`config.mk`:
```
export PLATFORM = sky130hd
export DESIGN_NAME = add_ca_ripple
export DESIGN_NICKNAME = d
export VERILOG_FILES = /design/src/rtl/add_ca_ripple.sv
export SDC_FILE = /design/constraint.sdc
export NUM_CORES = 1
export LEC_CHECK = 0
export CAP_MARGIN = 20
export CORE_AREA = 2 2 39 41
export DETAILED_ROUTE_END_ITERATION = 8
export DIE_AREA = 0 0 41 43
export PLACE_DENSITY = 0.44
export REMOVE_ABC_BUFFERS = 1
export SYNTH_ARGS = -nofsm -noshare
export SYNTH_HDL_FRONTEND = slang
export SYNTH_SLANG_ARGS = --single-unit
```
`constraint.sdc`:
```
create_clock -name clk -period 0.8 [get_ports clk]
set_input_delay 0.16 -clock clk [delete_from_list [all_inputs] [get_ports clk]]
set_output_delay 0.16 -clock clk [all_outputs]
set_load 0.01 [all_outputs]
```
`src/rtl/add_ca_ripple.sv`:
```
// add_ca_ripple: WIDTH-bit registered ripple-carry adder, {cout,q} = a + b + cin
//   clk    in  1      rising-edge clock
//   rst_n  in  1      asynchronous active-low reset, clears all outputs
//   a, b   in  WIDTH  unsigned addends
//   cin    in  1      carry into bit 0
//   q      out WIDTH  registered sum
//   cout   out 1      registered carry out of the MSB
//   ovf    out 1      registered two's-complement overflow, only with ADDCA_OVF_EN
module add_ca_ripple #(
  parameter int WIDTH = 4
) (
  input  logic             clk,
  input  logic             rst_n,
  input  logic [WIDTH-1:0] a,
  input  logic [WIDTH-1:0] b,
  input  logic             cin,
  output logic [WIDTH-1:0] q,
  output logic             cout
`ifdef ADDCA_OVF_EN
  ,
  output logic             ovf
`endif
);
  logic [WIDTH:0]   w_c;
  logic [WIDTH-1:0] w_s;
  logic [WIDTH-1:0] r_q;
  logic             r_cout;
  assign w_c[0] = cin;
  // Carry ripples LSB to MSB through one full-adder cell per bit.
  for (genvar i = 0; i < WIDTH; i++) begin : g_fa
    assign w_s[i]   = a[i] ^ b[i] ^ w_c[i];
    assign w_c[i+1] = (a[i] & b[i]) | (w_c[i] & (a[i] ^ b[i]));
  end
  always_ff @(posedge clk or negedge rst_n)
    if (!rst_n) begin
      r_q    <= '0;
      r_cout <= 1'b0;
    end else begin
      r_q    <= w_s;
      r_cout <= w_c[WIDTH];
    end
  assign q    = r_q;
  assign cout = r_cout;
`ifdef ADDCA_OVF_EN
  logic r_ovf;
  // Signed overflow: carry into the sign bit differs from carry out of it.
  always_ff @(posedge clk or negedge rst_n)
    if (!rst_n) r_ovf <= 1'b0;
    else        r_ovf <= w_c[WIDTH] ^ w_c[WIDTH-1];
  assign ovf = r_ovf;
`endif
endmodule

```
==> metrics.md <==
| Metric | Value |
|---|---|
| Sequential standard cell area | `around 130 µm²` |
| PortBufs | `15` |
| Average cell area after synthesis | `about 13 µm²` |
| Antenna Violating Nets Remaining | `0` |
| Global route overflow | `0` |
| Sequential area share after synthesis | `about half` |
| RSZ-0062 raised after global routing | `yes` |
| Worst Path Class, Setup | `in -> reg` |
| Gate power share | `between 20% and 30%` |
| Final critical-path share of the clock period | `199%` |
| Clock power frac | `36.6%` |
| Clock sink total | `5` |
| Total GRT Usage | `7.22%` |
| NumNets Final | `between 50 and 60` |
| Net load switching power | `0.191 mW` |
| Worst Setup Slack, final | `-0.794 ns` |
| Status | `complete, but fails checks` |
| Highest attainable clock frequency | `approximately 630 MHz` |
| Count of final setup violators | `9` |
| Reg power frac | `approximately two fifths` |
| Clock root buffer | `clkbuf_4` |
| Vias per cell | `~3.4` |
| Number of global-route vias before repair | `slightly above 200` |
| Count of buffers added by post-CTS timing repair for setup | `0` |
| Die area | `1760 µm²` |
| Number of placement rows | `14` |
| Failing checks | `setup timing` |
| Final std cell area, no fill | `approximately 420 µm²` |
| Type of origin of the critical path | `primary input` |
| Antenna diode instance count | `0` |
| P_int | `about 0.58 mW` |
| CP endpoint kind | `flop` |
| Worst supply voltage drop on vdd | `0.402 mV` |
| Final GP Congestion | `0.604` |
| Via count of the routed design | `between 150 and 200` |
| Synthesized area | `between 200 and 250 µm²` |
| Detailed Route WL | `between 400 and 500 µm` |
| Post-synthesis register bit count | `5` |
| Arrival time at the worst endpoint | `1.77 ns` |
| Total area of multi-input combinational cells | `between 80 and 90 µm²` |
| LEAKAGE | `approximately 0.21 nW` |
| Number of antenna violations at the first check in global routing | `0` |
| Sw Share | `approximately a quarter` |
| Max Fanout on Critical Path | `1` |
| TritonCTS clock tree | `done` |
| Synthesis-to-layout area growth | `71.6%` |
| Die width | `41 µm` |
| Number of hold-slack violations in the final timing report | `0` |
| Min Clock Period, post-route | `approximately 1.6 ns` |
| Number of iterations in the first detailed-routing pass | `1` |
| Total negative slack | `-2.40 ns` |
| Critical path data required time | `0.98 ns` |
| Clock-pin slew on the worst setup and hold paths | `roughly 0.040 ns` |
| Number of buffers on the longest clock path | `2` |
| Maximum number of pins on one net before global-route repair | `6` |
| Wire length of the first global-routing pass | `about 750 µm` |
| Final-layout fill cell count | `150` |
| Headroom to the max-slew limit | `~86%` |
| Total cell area at the placement stage | `slightly above 400 µm²` |
| Count of different cell masters after synthesis | `3` |
| Synthesized instance count | `19` |
| Number of top-level design ports | `16` |
| Number of max-cap violations | `0` |
| Pwr Density | `approximately 1800 nW/µm²` |
| Total clock buffers created by CTS | `3` |
| Final slew viol count | `0` |
| Placeable Area | `about 1400 µm²` |
| WL per Instance | `8.61 µm` |
| DRC errors left | `0` |
| Iteration-0 DRC count of the detailed router | `0` |
| Transition time of the tightest slew-check pin | `between 0.2 and 0.25 ns` |
| Ratio of cells with drive above 1 in the final layout | `50.0%` |
| Max H-tree Level | `1` |
| Starting utilization of the core area | `approximately 18%` |
| Yosys synthesis warning count | `0` |
| Die height | `around 43 µm` |
| Type of the most critical hold path | `in -> async` |
-- cell usage in the layout, fill, tap and decap left out --
cell type        instances
fa_1                     1
dfrtp_1                  5
inv_2                    5
clkbuf_4                 3
clkdlybuf4s50_1          5
fa_2                     3
clkbuf_1                 1
inv_1                    5
buf_6                    2
buf_2                    6
dlygate4sd2_1            2
-- registers in the layout, summed over array words and instances, names as in the netlist --
signal	cells
cout	1
q	4
-- area by class of cell --
| type | instances | share of cell area [%] |
|---|---|---|
| Sequential cell | 5 | 30.0 |
| Timing Repair Buffer | 15 | 28.8 |
| Multi-Input combinational cell | 4 | 21.0 |
| Inverter | 10 | 9.01 |
| Clock buffer | 4 | 6.31 |
| Tap cell | 16 | 4.80 |
-- final timing paths --
path                        from              to  slack (ns)  cells after the start
max                         a[0]  q[3]$_DFF_PN0_       -0.79                      9
min                        rst_n  cout$_DFF_PN0_        0.14                      1
max in group asynchronous  rst_n  q[1]$_DFF_PN0_        0.49                      1
min in group clk             cin  q[0]$_DFF_PN0_        0.21                      2
-- cell usage after synthesis --
cell type  number  share of area (%)
dfrtp_1         5                 52
fa_1            4                 33
inv_1          10                 15
-- worst max-delay path, cell delays in order --
cell   delay [ns]
buf_6        0.09
fa_2         0.37
inv_2        0.07
fa_2         0.20
inv_2        0.04
fa_2         0.33
inv_2        0.06
fa_1         0.40
inv_1        0.06
-- kinds of logic (layout without fill, tap and decap cells) --
| logic type | after synthesis | count (layout) | share of synthesized area (%) |
|---|---|---|---|
| adder cells (fa/ha/maj) | 4 | 4 | 33.0 |
| flip-flops | 5 | 5 | 51.5 |
| buffers and inverters | 10 | 29 | 15.5 |
-- power by group through the flow --
stage | registers [mW] | clock network (mW) | logic [mW]
floorplan | 0.332 | 0 | 0.0431
global placement | 0.307 | 0 | 0.217
detailed placement | 0.307 | 0 | 0.223
CTS | 0.302 | 0.299 | 0.186
global route | 0.304 | 0.327 | 0.212
finish | 0.301 | 0.282 | 0.187
-- timing repair --
item / CTS / global route
endpoints found under the setup margin: 10 / 9
pin swaps: 4 / 4
hold buffers: 0 / 0
gates resized for setup: 42 / 2
-- through the flow --
step	hold slack [ns]	power [mW]	util (%)	instances	setup slack, ns
after floorplan	-0.136	0.375	-	19	-0.930
after global placement	0.387	0.524	29.8	50	-1.45
after detailed placement	0.384	0.530	29.8	50	-1.47
after CTS	0.127	0.786	29.7	54	-0.851
after global routing	0.133	0.843	30.1	54	-0.834
final	0.136	0.769	30.1	54	-0.794
-- routing by layer --
layer	vias to the layer above	share of wire [%]	global-route usage, %
li1	85	-	-
met1	84	24	5.69
met4	0	0	8.00
met3	0	23	4.19
met2	16	52	10.6
met5	-	0	0
Power figures use the tool's default switching activity.
